### src/rtl/noc_pkg.sv
// Shared definitions for the virtual-channel router input port:
// flit-type encodings, output-port codes, per-VC state type and the XY route function.
package noc_pkg;

   localparam logic [1:0] FLIT_BODY = 2'b00;
   localparam logic [1:0] FLIT_TAIL = 2'b01;
   localparam logic [1:0] FLIT_HEAD = 2'b10;
   localparam logic [1:0] FLIT_HT   = 2'b11;

   localparam logic [2:0] PORT_LOCAL = 3'd0;
   localparam logic [2:0] PORT_NORTH = 3'd1;
   localparam logic [2:0] PORT_EAST  = 3'd2;
   localparam logic [2:0] PORT_SOUTH = 3'd3;
   localparam logic [2:0] PORT_WEST  = 3'd4;

   typedef enum logic [1:0] {
      VC_IDLE   = 2'd0,
      VC_ROUTE  = 2'd1,
      VC_ACTIVE = 2'd2
   } vc_state_t;

   // HEAD and HEAD+TAIL share the upper type bit; TAIL and HEAD+TAIL share the lower one.
   function automatic logic is_head(input logic [1:0] ftype);
      return ftype[1];
   endfunction

   function automatic logic is_tail(input logic [1:0] ftype);
      return ftype[0];
   endfunction

   // Dimension-ordered routing: resolve X first, then Y. Coordinates are zero-extended
   // by the caller so any mesh coordinate width up to 8 bits is supported.
   function automatic logic [2:0] xy_route(input logic [7:0] x_dst, input logic [7:0] y_dst,
                                           input logic [7:0] x_cur, input logic [7:0] y_cur);
      if (x_dst > x_cur)      return PORT_EAST;
      else if (x_dst < x_cur) return PORT_WEST;
      else if (y_dst > y_cur) return PORT_NORTH;
      else if (y_dst < y_cur) return PORT_SOUTH;
      else                    return PORT_LOCAL;
   endfunction

endpackage

### src/rtl/block_input_vc_if.sv
// Link bundle of the VC input port: upstream flit link with per-VC ready, and the
// switch-side flit output with its accept strobe and error pulse.
// slave = the input port itself, master = the neighbour/switch environment.
interface block_input_vc_if #(
   parameter int DATA_WIDTH = 8,
   parameter int N_REGISTER = 3,
   parameter int N_VC       = 2
);
   localparam int VCW = (N_VC > 1) ? $clog2(N_VC) : 1;

   logic                  val;
   logic [VCW-1:0]        vc_in;
   logic [DATA_WIDTH-1:0] Data_in;
   logic [N_VC-1:0]       ret;
   logic                  o_val;
   logic [DATA_WIDTH-1:0] Data_out;
   logic [VCW-1:0]        vc_out;
   logic [N_REGISTER-1:0] register;
   logic                  s_ack;
   logic                  err;

   modport master (
      output val, vc_in, Data_in, s_ack,
      input  ret, o_val, Data_out, vc_out, register, err
   );

   modport slave (
      input  val, vc_in, Data_in, s_ack,
      output ret, o_val, Data_out, vc_out, register, err
   );
endinterface

### src/rtl/vc_fifo.sv
// Per-virtual-channel show-ahead FIFO. Pointers carry an extra wrap bit so that
// full and empty are distinguished without a separate count. Storage is not reset.
module vc_fifo #(
   parameter int DATA_WIDTH = 8,
   parameter int FIFO_DEPTH = 4
) (
   input  logic                  clk,
   input  logic                  rst,
   input  logic                  wr_en,
   input  logic [DATA_WIDTH-1:0] wr_data,
   input  logic                  rd_en,
   output logic                  full,
   output logic                  empty,
   output logic [DATA_WIDTH-1:0] head
);
   localparam int AW = $clog2(FIFO_DEPTH);

   logic [DATA_WIDTH-1:0] mem [FIFO_DEPTH];
   logic [AW:0]           wr_ptr_q;
   logic [AW:0]           rd_ptr_q;

   assign empty = (wr_ptr_q == rd_ptr_q);
   assign full  = (wr_ptr_q[AW] != rd_ptr_q[AW]) && (wr_ptr_q[AW-1:0] == rd_ptr_q[AW-1:0]);
   assign head  = mem[rd_ptr_q[AW-1:0]];

   // Pointer advance; a write to a full FIFO is dropped even if it is read this cycle.
   always_ff @(posedge clk or negedge rst) begin
      if (!rst) begin
         wr_ptr_q <= '0;
         rd_ptr_q <= '0;
      end else begin
         if (wr_en && !full)  wr_ptr_q <= wr_ptr_q + (AW+1)'(1);
         if (rd_en && !empty) rd_ptr_q <= rd_ptr_q + (AW+1)'(1);
      end
   end

   // Flit storage.
   always_ff @(posedge clk) begin
      if (wr_en && !full) mem[wr_ptr_q[AW-1:0]] <= wr_data;
   end
endmodule

### src/rtl/block_input_vc.sv
// Router input port with N_VC virtual channels: per-VC FIFO, per-packet XY route held
// from head to tail, and round-robin arbitration onto a single switch output.
// Optional feature macro: BLOCK_INPUT_FLIT_CNT_EN adds a 16-bit transfer counter port.
module block_input_vc
   import noc_pkg::*;
#(
   parameter int DATA_WIDTH = 8,
   parameter int N_ADD      = 2,
   parameter int N_REGISTER = 3,
   parameter int N_VC       = 2,
   parameter int FIFO_DEPTH = 4
) (
   input  logic             clk,
   input  logic             rst,
   input  logic [N_ADD-1:0] X_cur,
   input  logic [N_ADD-1:0] Y_cur,
   block_input_vc_if.slave  bus
`ifdef BLOCK_INPUT_FLIT_CNT_EN
   ,
   output logic [15:0]      flit_cnt
`endif
);
   localparam int VCW = (N_VC > 1) ? $clog2(N_VC) : 1;

   logic [N_VC-1:0]       wr_en, rd_en, full, empty, eligible, bad_head;
   logic [DATA_WIDTH-1:0] head [N_VC];
   vc_state_t             state_q [N_VC];
   vc_state_t             state_d [N_VC];
   logic [2:0]            route_q [N_VC];
   logic [VCW-1:0]        rr_ptr_q, lock_vc_q, grant;
   logic                  lock_q, o_val, transfer;

   for (genvar gv = 0; gv < N_VC; gv++) begin : g_vc
      assign wr_en[gv]    = bus.val && (bus.vc_in == VCW'(gv)) && !full[gv];
      assign bad_head[gv] = (state_q[gv] == VC_IDLE) && !empty[gv]
                            && !is_head(head[gv][DATA_WIDTH-1 -: 2]);
      assign eligible[gv] = (state_q[gv] == VC_ACTIVE) && !empty[gv];
      assign rd_en[gv]    = bad_head[gv] || (transfer && (grant == VCW'(gv)));

      vc_fifo #(.DATA_WIDTH(DATA_WIDTH), .FIFO_DEPTH(FIFO_DEPTH)) u_fifo (
         .clk    (clk),
         .rst    (rst),
         .wr_en  (wr_en[gv]),
         .wr_data(bus.Data_in),
         .rd_en  (rd_en[gv]),
         .full   (full[gv]),
         .empty  (empty[gv]),
         .head   (head[gv])
      );
   end

   // Per-VC state register.
   always_ff @(posedge clk or negedge rst) begin
      if (!rst) begin
         for (int v = 0; v < N_VC; v++) state_q[v] <= VC_IDLE;
      end else begin
         for (int v = 0; v < N_VC; v++) state_q[v] <= state_d[v];
      end
   end

   // Per-VC next state: a head opens a packet, its tail (when it leaves) closes it.
   always_comb begin
      for (int v = 0; v < N_VC; v++) begin
         state_d[v] = state_q[v];
         case (state_q[v])
            VC_IDLE:   if (!empty[v] && is_head(head[v][DATA_WIDTH-1 -: 2])) state_d[v] = VC_ROUTE;
            VC_ROUTE:  state_d[v] = VC_ACTIVE;
            VC_ACTIVE: if (rd_en[v] && is_tail(head[v][DATA_WIDTH-1 -: 2])) state_d[v] = VC_IDLE;
            default:   state_d[v] = VC_IDLE;
         endcase
      end
   end

   // Latch the output port of each packet while its head sits in ROUTE.
   always_ff @(posedge clk) begin
      for (int v = 0; v < N_VC; v++) begin
         if (state_q[v] == VC_ROUTE)
            route_q[v] <= xy_route(8'(head[v][2*N_ADD-1:N_ADD]), 8'(head[v][N_ADD-1:0]),
                                   8'(X_cur), 8'(Y_cur));
      end
   end

   // Round-robin pick starting after the last transferred VC, unless a stalled grant is held.
   always_comb begin
      logic found;
      int   idx;
      found = 1'b0;
      idx   = 0;
      grant = lock_vc_q;
      if (!lock_q) begin
         grant = rr_ptr_q;
         for (int i = 1; i <= N_VC; i++) begin
            idx = (int'(rr_ptr_q) + i) % N_VC;
            if (!found && eligible[idx]) begin
               grant = VCW'(idx);
               found = 1'b1;
            end
         end
      end
   end

   assign o_val    = |eligible;
   assign transfer = o_val && bus.s_ack;

   // Arbiter state: RR pointer moves only on transfer; grant is locked while the switch stalls.
   always_ff @(posedge clk or negedge rst) begin
      if (!rst) begin
         rr_ptr_q  <= '0;
         lock_q    <= 1'b0;
         lock_vc_q <= '0;
      end else begin
         if (transfer) rr_ptr_q <= grant;
         lock_q    <= o_val && !bus.s_ack;
         lock_vc_q <= grant;
      end
   end

   assign bus.ret      = ~full;
   assign bus.o_val    = o_val;
   assign bus.Data_out = o_val ? head[grant] : '0;
   assign bus.vc_out   = o_val ? grant : '0;
   assign bus.register = o_val ? N_REGISTER'(route_q[grant]) : '0;
   assign bus.err      = |bad_head;

`ifdef BLOCK_INPUT_FLIT_CNT_EN
   // Transfer counter, wraps naturally at 16 bits.
   always_ff @(posedge clk or negedge rst) begin
      if (!rst)          flit_cnt <= 16'd0;
      else if (transfer) flit_cnt <= flit_cnt + 16'd1;
   end
`endif
endmodule

### src/flat_wrapper.sv
// flat-port wrapper written by rule: the top's interface ports become plain ports
module block_input_vc_flat import noc_pkg::*;
#(
   parameter int DATA_WIDTH = 8,
   parameter int N_ADD      = 2,
   parameter int N_REGISTER = 3,
   parameter int N_VC       = 2,
   parameter int FIFO_DEPTH = 4
)
  (clk, rst, X_cur, Y_cur, bus_val, bus_vc_in, bus_Data_in, bus_s_ack, bus_ret, bus_o_val, bus_Data_out, bus_vc_out, bus_register, bus_err);
  block_input_vc_if #(.DATA_WIDTH(DATA_WIDTH), .N_REGISTER(N_REGISTER), .N_VC(N_VC)) bus_i ();
  input  logic clk;
  input  logic rst;
  input  logic [N_ADD-1:0] X_cur;
  input  logic [N_ADD-1:0] Y_cur;
  input wire logic [$bits(bus_i.val)-1:0] bus_val;
  input wire logic [$bits(bus_i.vc_in)-1:0] bus_vc_in;
  input wire logic [$bits(bus_i.Data_in)-1:0] bus_Data_in;
  input wire logic [$bits(bus_i.s_ack)-1:0] bus_s_ack;
  output wire logic [$bits(bus_i.ret)-1:0] bus_ret;
  output wire logic [$bits(bus_i.o_val)-1:0] bus_o_val;
  output wire logic [$bits(bus_i.Data_out)-1:0] bus_Data_out;
  output wire logic [$bits(bus_i.vc_out)-1:0] bus_vc_out;
  output wire logic [$bits(bus_i.register)-1:0] bus_register;
  output wire logic [$bits(bus_i.err)-1:0] bus_err;
  assign bus_i.val = bus_val;
  assign bus_i.vc_in = bus_vc_in;
  assign bus_i.Data_in = bus_Data_in;
  assign bus_i.s_ack = bus_s_ack;
  assign bus_ret = bus_i.ret;
  assign bus_o_val = bus_i.o_val;
  assign bus_Data_out = bus_i.Data_out;
  assign bus_vc_out = bus_i.vc_out;
  assign bus_register = bus_i.register;
  assign bus_err = bus_i.err;
  block_input_vc #(.DATA_WIDTH(DATA_WIDTH), .N_ADD(N_ADD), .N_REGISTER(N_REGISTER), .N_VC(N_VC), .FIFO_DEPTH(FIFO_DEPTH)) u_core (.clk(clk), .rst(rst), .X_cur(X_cur), .Y_cur(Y_cur), .bus(bus_i));
endmodule
### config.mk
export PLATFORM = sky130hd
export DESIGN_NAME = block_input_vc_flat
export DESIGN_NICKNAME = d
export VERILOG_FILES = /design/src/rtl/noc_pkg.sv /design/src/rtl/block_input_vc_if.sv /design/src/rtl/vc_fifo.sv /design/src/rtl/block_input_vc.sv /design/src/flat_wrapper.sv
export SDC_FILE = /design/constraint.sdc
export NUM_CORES = 1
export LEC_CHECK = 0
export CORE_UTILIZATION = 30
export DETAILED_ROUTE_END_ITERATION = 10
export PLACE_DENSITY = 0.49
export SETUP_SLACK_MARGIN = 0.4
export SYNTH_ARGS = -nofsm -noshare
export SYNTH_HDL_FRONTEND = slang
export SYNTH_SLANG_ARGS = --single-unit
### constraint.sdc
create_clock -name clk -period 5.1 [get_ports clk]
set_clock_uncertainty 0.15 [all_clocks]
set_input_delay 1.02 -clock clk [delete_from_list [all_inputs] [get_ports clk]]
set_output_delay 1.02 -clock clk [all_outputs]
set_load 0.05 [all_outputs]
==> results of run 1 <==
## worst max-delay path, stage by stage (launching register included)
cell	delay (ns)
sky130_fd_sc_hd__dfrtp_1	0.60
sky130_fd_sc_hd__xnor2_1	0.41
sky130_fd_sc_hd__nand3_1	0.30
sky130_fd_sc_hd__a221oi_4	0.36
sky130_fd_sc_hd__buf_12	0.16
sky130_fd_sc_hd__o21ai_0	0.08
sky130_fd_sc_hd__a21oi_1	0.20
sky130_fd_sc_hd__clkdlybuf4s50_1	0.85
## state kept, by name, summed over array words and instances (netlist names)
name and cells:
u_core.g_vc.u_fifo.rd_ptr_q 6, u_core.lock_vc_q 1, u_core.g_vc.u_fifo.wr_ptr_q 6, u_core.g_vc.u_fifo.mem 64
u_core.lock_q 1, u_core.state_q 4, u_core.rr_ptr_q 1, u_core.route_q 6
## layout make-up
type / count / area share (%)
flip-flops and latches: 89 / 50.3
inverters: 20 / 1.46
multi-input cells: 187 / 30.9
clock inverters: 6 / 0.781
well taps: 180 / 4.39
repair buffers: 40 / 7.71
clock buffers: 10 / 4.47
## layer usage
metal	up-vias	global-route usage, %	share of wire [%]	wire length [um]
met5	-	0	0	0
met4	0	3.24	0.80	75
met3	7	4.59	4.0	375
met2	63	22.6	47	4390
met1	1297	18.9	48	4540
li1	1262	-	-	-
## what timing repair did
item / in CTS / in global routing
setup buffers: 3 / 0
pin swaps: 1 / 0
endpoints found under the setup margin: 5 / 2
resized for setup: 3 / 2
endpoints found under the hold margin: 0 / 0
## path summary, 6_finish.rpt
kind	from	endpoint	depth (start not counted)	slack, ns
setup / recovery	u_core.g_vc[1].u_fifo.rd_ptr_q[1]$_DFFE_PN0P_	bus_Data_out[7]	7	0.64
hold / removal	u_core.g_vc[1].u_fifo.wr_ptr_q[2]$_DFFE_PN0P_	u_core.g_vc[1].u_fifo.wr_ptr_q[2]$_DFFE_PN0P_	1	0.38
setup reg to reg	u_core.g_vc[1].u_fifo.rd_ptr_q[1]$_DFFE_PN0P_	u_core.state_q[1]$_DFFE_PN0P_	5	2.34
hold reg to reg	u_core.g_vc[1].u_fifo.wr_ptr_q[2]$_DFFE_PN0P_	u_core.g_vc[1].u_fifo.wr_ptr_q[2]$_DFFE_PN0P_	1	0.38
max in group asynchronous	rst	u_core.g_vc[0].u_fifo.wr_ptr_q[2]$_DFFE_PN0P_	1	3.16
min in group asynchronous	rst	u_core.g_vc[1].u_fifo.wr_ptr_q[2]$_DFFE_PN0P_	1	1.06
## synth_stat cells (all sizes together), types with 2 or more instances
library cell,n,share of area (%)
edfxtp,70,49
inv,20,1.7
a21oi,19,2.2
dfrtp,19,11
ha,18,5.2
mux4,16,8.4
nand3,15,1.7
o21ai,14,1.6
and2,10,1.5
nor2,10,0.87
clkbuf,8,0.70
nand2,8,0.70
xnor2,8,1.6
xor2,8,1.6
buf,6,0.96
a41oi,5,1.0
nor3,5,0.58
nand2b,4,0.58
o211ai,4,0.81
or2,4,0.58
a311oi,3,0.76
nand3b,3,0.52
nor2b,3,0.44
nor4,3,0.44
o311ai,3,0.61
a21o,2,0.35
a31o,2,0.41
a31oi,2,0.29
nand4,2,0.29
nor3b,2,0.35
## cell families (layout without fill, tap and decap cells)
| logic type | count (synthesis) | after routing | share of synthesized area [%] |
|---|---|---|---|
| buf+inv | 34 | 76 | 3.40 |
| fa+ha+maj | 18 | 18 | 5.23 |
| xor+xnor | 16 | 16 | 3.25 |
| mux | 17 | 17 | 8.63 |
| simple gates | 71 | 71 | 8.83 |
| flops | 89 | 89 | 59.9 |
| compound gates | 65 | 65 | 10.8 |
## metrics by stage
step / hold WS (ns) / area (sq um)
2_1_floorplan: 0.348 / 4310
3_3_place_gp: 0.363 / 4820
3_5_place_dp: 0.372 / 4820
4_1_cts: 0.384 / 5120
5_1_grt: 0.416 / 5120
6_report: 0.382 / 5120
==> flow_results.org, run 1 <==
** Outcome
- The flow ran to the end, and the final reports show no timing, DRC or antenna violations.

** Finish
- Compared with the post-synthesis result, the final layout area differs by 19.0%.
- Layout cell share with drive strength beyond 1 :: between 10 and 15%
- The library cell used most frequently in the layout, excluding fill and tap cells, is sky130_fd_sc_hd__edfxtp_1.
- Final cell utilization of the core :: a little under two fifths
- Nets :: around 380
- The top cell types in the final layout, fill and taps aside, are sky130_fd_sc_hd__edfxtp_1, sky130_fd_sc_hd__clkdlybuf4s50_1, sky130_fd_sc_hd__inv_1.
- Diode count :: 0
- The multi-input combinational cells in the finished layout cover a total of 0.00158 sq mm.
- Sequential cell area :: approximately 0.0026 sq mm
- Final Instance Count excl. Fillers :: 532
- Fill cell total of the finished layout :: about 1300

** Logic synthesis
- Flip-flop and latch count after synthesis :: roughly 90
- Number of distinct library cells after synthesis :: 48
- Total nets after synthesis :: between 300 and 400
- The average instance in the mapped netlist occupies around 14 sq um.
- Cell count after synthesis :: 310
- Synthesized cell area :: roughly 0.0043 sq mm
- In the synthesized netlist the dominant register cell turns out to be sky130_fd_sc_hd__edfxtp_1.
- Number of synthesized flops with an enable pin :: 70
- For this run, the number of Yosys warnings is 0.
- Seq/Total Area, Yosys :: 59.9%
- Of all flip-flops after synthesis, the portion carrying an async set or reset was a little over a fifth.

** Global routing
- Wire length of the first global-routing pass :: approximately 15000 um
- The number of antenna violations at the first check in global routing is 0.
- Across every metal layer, demand over resource in global routing totals between 10% and 20%.
- The via count of the first global-routing pass was about 2700.
- Maximum number of pins on one net before global-route repair :: 20
- Global-route congestion overflow total :: 0

** Timing
- Summed negative setup slack over all endpoints :: 0 ns
- Setup repair after global routing left no endpoint under its margin.
- The number of pins exceeding their max-slew limit in the final report came to 0.
- In the finished design, the share of the clock period the worst path needs comes to roughly 90%.
- Count of final hold-check violations :: 0
- Final worst setup slack :: ~0.64 ns
- Headroom to the max-slew limit :: 36.9%
- Setup violations remaining at the end of the flow were counted as 0.
- Tightest Pin Transition :: between 0.9 and 1 ns
- Fin crit period :: 4.46 ns
- For this run, the top clock speed supported by timing is ~0.22 GHz.

** Setup path
- Element type at the critical path end :: primary output
- Data arrives at the worst endpoint at roughly 3.3 ns.
- For the worst setup path, the data required time is around 3.9 ns.
- CP Launch Type :: flip-flop
- Critical Path Fanout Max :: 13
- Category of the critical setup timing path :: reg2out

** Placement
- Once detailed placement completed, the half-perimeter wirelength came to 6700 um.
- Routability-driven placement congestion ratio :: roughly 0.81
- Total instance count after detailed placement :: about 510
- DP Worst Slack :: roughly 0.70 ns
- Count of buffers inserted at the top-level ports :: 32

** Drt
- Iteration count of the initial detailed-routing pass :: 4
- Dividing the detail-routed via count by the number of cells gives 4.94.
- Via count :: approximately 2600
- Drt drc :: 0
- Iteration-0 DRC Markers :: between 100 and 150
- Antenna viol nets, final :: 0
- After detailed routing, the average wire length per cell comes to about 18 um.
- The routed design has around 9400 um of wire.

** Flow run
- Across the run, the number of max-cap violations was 0.

** Floorplanning
- Row Count :: 43
- The region available for standard cell placement spans 0.0139 sq mm.
- X dimension of the die :: around 120 um
- Chip Height :: 122 um
- During I/O placement, the number of pins put on the boundary was 33.
- The die covers 0.0148 sq mm.
- Initial Util :: 30.9%

** Clock network
- Number of clock buffers inserted by TritonCTS :: 9
- After clock tree synthesis, the clock-pin slew on the worst setup and hold paths is around 0.060 ns.
- Clock root buffer :: sky130_fd_sc_hd__clkbuf_16
- Clock net sink count :: 89
- Cts-stage hold buffer count :: 0
- The H-tree generated during clock tree synthesis spans 3 levels.
- Clock latency of the later-clocked register in the worst-skew pair :: 0.34 ns
- TritonCTS clock tree :: yes
- Clock tree buffer depth :: 2

** Min path
- Kind of path behind the tightest hold check :: reg2reg
Power of run 1 is not shown: default switching activity piles up to over one toggle a cycle in this logic, so the estimate is an artifact.
==> inputs of run 2 (changes only) <==
- CAP_MARGIN: default -> 40
==> run 2 against run 1 <==
  * Sequential share of layout area shrank 0.37 points
  * First-iteration DRC count grew 23%
  * Register-to-register slack lost 0.04 ns
  * Worst setup slack lost 0.072 ns
  * Global-route usage grew 0.062 points
  * Final cell count is the same
  * Highest routed layer unchanged
==> flow_results.org, run 2 (synthesized netlist as in run 1, its figures left out) <==
** Drt
- Antenna viol nets, final :: 0
- Aggregate routed wire length :: around 9500 um
- After detailed routing, the number of vias per cell comes to between 4 and 5.
- Via count :: 2624
- For this run, design rule violations remaining after detail routing come to 0.
- Iteration count of the initial detailed-routing pass :: 4
- WL per Instance :: 17.9 um
- For this block, the initial DRC count from the detailed router was approximately 170.

** Timing
- Fin crit share :: between 80% and 90%
- The hold violation total from the final report is 0.
- Tightest Pin Transition :: a little over 0.9 ns
- Summed negative setup slack over all endpoints :: 0 ns
- For the finished layout, the period the worst path requires is 4.54 ns.
- The number of pins exceeding their max-slew limit in the final report came to 0.
- Max Fclk :: around 0.22 GHz
- Unrepaired setup endpoints after global routing :: no
- Headroom to the max-slew limit came out at around two fifths.
- Setup Viol. Count Final :: 0

** Global routing
- The first global-routing pass estimated 15500 um of wire.
- Vias in the first global route :: roughly 2800
- Global-route congestion overflow total :: 0
- Entering global routing, the biggest net connects 19 pins.
- In the global route stage, overall resource usage came out at 14.3%.
- The number of antenna violations at the first check in global routing is 0.

** Clock network
- The tree built by TritonCTS fans out to 89 sinks.
- TritonCTS created 9 clock buffers.
- In this run the number of H-tree levels came out at 3.
- Clock latency of the later-clocked register in the worst-skew pair :: between 0.3 and 0.4 ns
- The clock passes through at most 2 buffers.
- Clock root buffer :: sky130_fd_sc_hd__clkbuf_16
- TritonCTS clock tree :: yes
- Clock-pin slew was measured on the worst setup and hold paths at ~0.06 ns.

** Setup path
- CP Launch Type :: flip-flop
- CP Data Arrival Time :: between 3 and 4 ns
- R2R setup slack :: 2.30 ns
- R2r endpoint :: u_core.state_q[1]$_DFFE_PN0P_
- The critical path starts at u_core.g_vc[1].u_fifo.rd_ptr_q[1]$_DFFE_PN0P_.
- Reg2Reg Depth :: 5
- The worst register-to-register path begins at u_core.g_vc[1].u_fifo.rd_ptr_q[1]$_DFFE_PN0P_.
- In this run the worst setup path terminates at bus_Data_out[1].
- By startpoint and endpoint, the worst setup path is classified as reg2out.
- Along the worst path, the maximum fanout reaches 14.
- Required time at the endpoint of the critical path :: a little under 4 ns
- STA classifies the critical path endpoint as a primary output.

** Floorplanning
- X dimension of the die :: about 120 um
- Placeable core region :: around 0.014 sq mm
- Measured along the y axis, the die boundary spans approximately 120 um.
- The die covers 0.0148 sq mm.
- Initial Util :: just over 30%
- Row generation in the floorplan step produced 43 rows.
- Number of primary I/O pins :: 33

** Finish
- Fill cell total of the finished layout :: between 1000 and 1500
- Nets :: between 300 and 400
- Diode count :: 0
- Top library cells by usage in the layout, fill and taps aside :: sky130_fd_sc_hd__edfxtp_1, sky130_fd_sc_hd__clkdlybuf4s50_1, sky130_fd_sc_hd__inv_1
- Relative to the synthesized area, the layout overhead comes to 19.9%.
- Cells with a size suffix above 1 make up ~14% of the layout.
- The register with the most flip-flops in the layout has 64 of them.
- Leaving out fill and tap cells, the most frequent cell in the layout is sky130_fd_sc_hd__edfxtp_1.
- Final Instance Count excl. Fillers :: 532
- Registers take around 0.0026 sq mm.
- Summing all multi-input logic gate instances after layout gives approximately 0.0016 sq mm.

** Placement
- Routability-driven placement finished with a final weighted congestion of between 0.8 and 0.9.
- After detailed placement, the design holds a cell count of a little over 500.
- Detailed placement finished with a half-perimeter wire length of 6730 um.
- Port buffering added 32 buffers.

** Flow run
- # Max-Cap Violations :: 0

** Outcome
- The run finished with clean final reports.

** Min path
- Kind of path behind the tightest hold check :: reg2reg
run 2: cell count changes in the layout (fill, tap and decap cells not counted), sizes merged:
cell           previous run  this run
dlymetal6s2s              2         7
clkdlybuf4s50            28        25
dlygate4sd2               2         0
clkinv                    3         4
inv                      23        22
run 2: layout make-up:
class                      count  area share (%)
multi-input combinational    187            30.7
clock buffer                  10            4.44
sequential                    89            49.9
inverter                      20            1.45
tap                          180            4.36
clock inverter                 6           0.824
timing repair buffer          40            8.34
run 2: metrics by stage:
stage | hold WS, ns | instance area (sq um) | worst slack (ns) | util (%)
finish | 0.384 | 5160 | 0.563 | 37.0
global route | 0.415 | 5160 | 0.389 | 37.0
CTS | 0.391 | 5140 | 0.497 | 36.9
detailed placement | 0.379 | 4840 | 0.689 | 34.8
global placement | 0.363 | 4820 | 0.730 | 34.6
floorplan | 0.348 | 4310 | 1.53 | -
run 2: how the worst min path moves through the flow:
stage | end | start | slack [ns] | depth (start not counted)
floorplan | u_core.g_vc[0].u_fifo.wr_ptr_q[2]$_DFFE_PN0P_ | u_core.g_vc[0].u_fifo.wr_ptr_q[2]$_DFFE_PN0P_ | 0.35 | 1
global placement | u_core.g_vc[0].u_fifo.wr_ptr_q[2]$_DFFE_PN0P_ | u_core.g_vc[0].u_fifo.wr_ptr_q[2]$_DFFE_PN0P_ | 0.36 | 1
detailed placement | u_core.g_vc[0].u_fifo.wr_ptr_q[2]$_DFFE_PN0P_ | u_core.g_vc[0].u_fifo.wr_ptr_q[2]$_DFFE_PN0P_ | 0.38 | 1
CTS | u_core.g_vc[1].u_fifo.wr_ptr_q[2]$_DFFE_PN0P_ | u_core.g_vc[1].u_fifo.wr_ptr_q[2]$_DFFE_PN0P_ | 0.39 | 1
global route | u_core.g_vc[0].u_fifo.wr_ptr_q[2]$_DFFE_PN0P_ | u_core.g_vc[0].u_fifo.wr_ptr_q[2]$_DFFE_PN0P_ | 0.42 | 1
finish | u_core.g_vc[1].u_fifo.wr_ptr_q[2]$_DFFE_PN0P_ | u_core.g_vc[1].u_fifo.wr_ptr_q[2]$_DFFE_PN0P_ | 0.38 | 1
run 2: per-layer routing:
| layer | track usage [%] | routed length, um | vias up |
|---|---|---|---|
| met5 | 0 | 0 | - |
| met4 | 4.32 | 86 | 0 |
| met3 | 4.17 | 350 | 6 |
| met2 | 22.1 | 4400 | 52 |
| met1 | 19.3 | 4660 | 1297 |
| li1 | - | - | 1269 |
run 2: critical path: stages (launching register included):
cell	delay [ns]
sky130_fd_sc_hd__dfrtp_1	0.62
sky130_fd_sc_hd__xnor2_1	0.43
sky130_fd_sc_hd__nand3_1	0.32
sky130_fd_sc_hd__a221oi_4	0.38
sky130_fd_sc_hd__buf_12	0.17
sky130_fd_sc_hd__o21ai_0	0.08
sky130_fd_sc_hd__a21oi_1	0.18
sky130_fd_sc_hd__clkdlybuf4s50_1	0.85
run 2: what timing repair did:
| action | in CTS | in global routing |
|---|---|---|
| hold buffers | 0 | 0 |
| endpoints found under the setup margin | 8 | 7 |
| endpoints found under the hold margin | 0 | 0 |
| pin swaps | 1 | 0 |
| resized for setup | 1 | 7 |
| buffers inserted | 2 | 0 |
Power of run 2 is left out for the same reason.
==> inputs of run 3 (changes only) <==
- CTS_CLUSTER_DIAMETER: default -> 30
==> results of run 3 <==
No change in the layout: final DEF, timing and power equal those of run 2.
Power of run 3 is left out for the same reason.
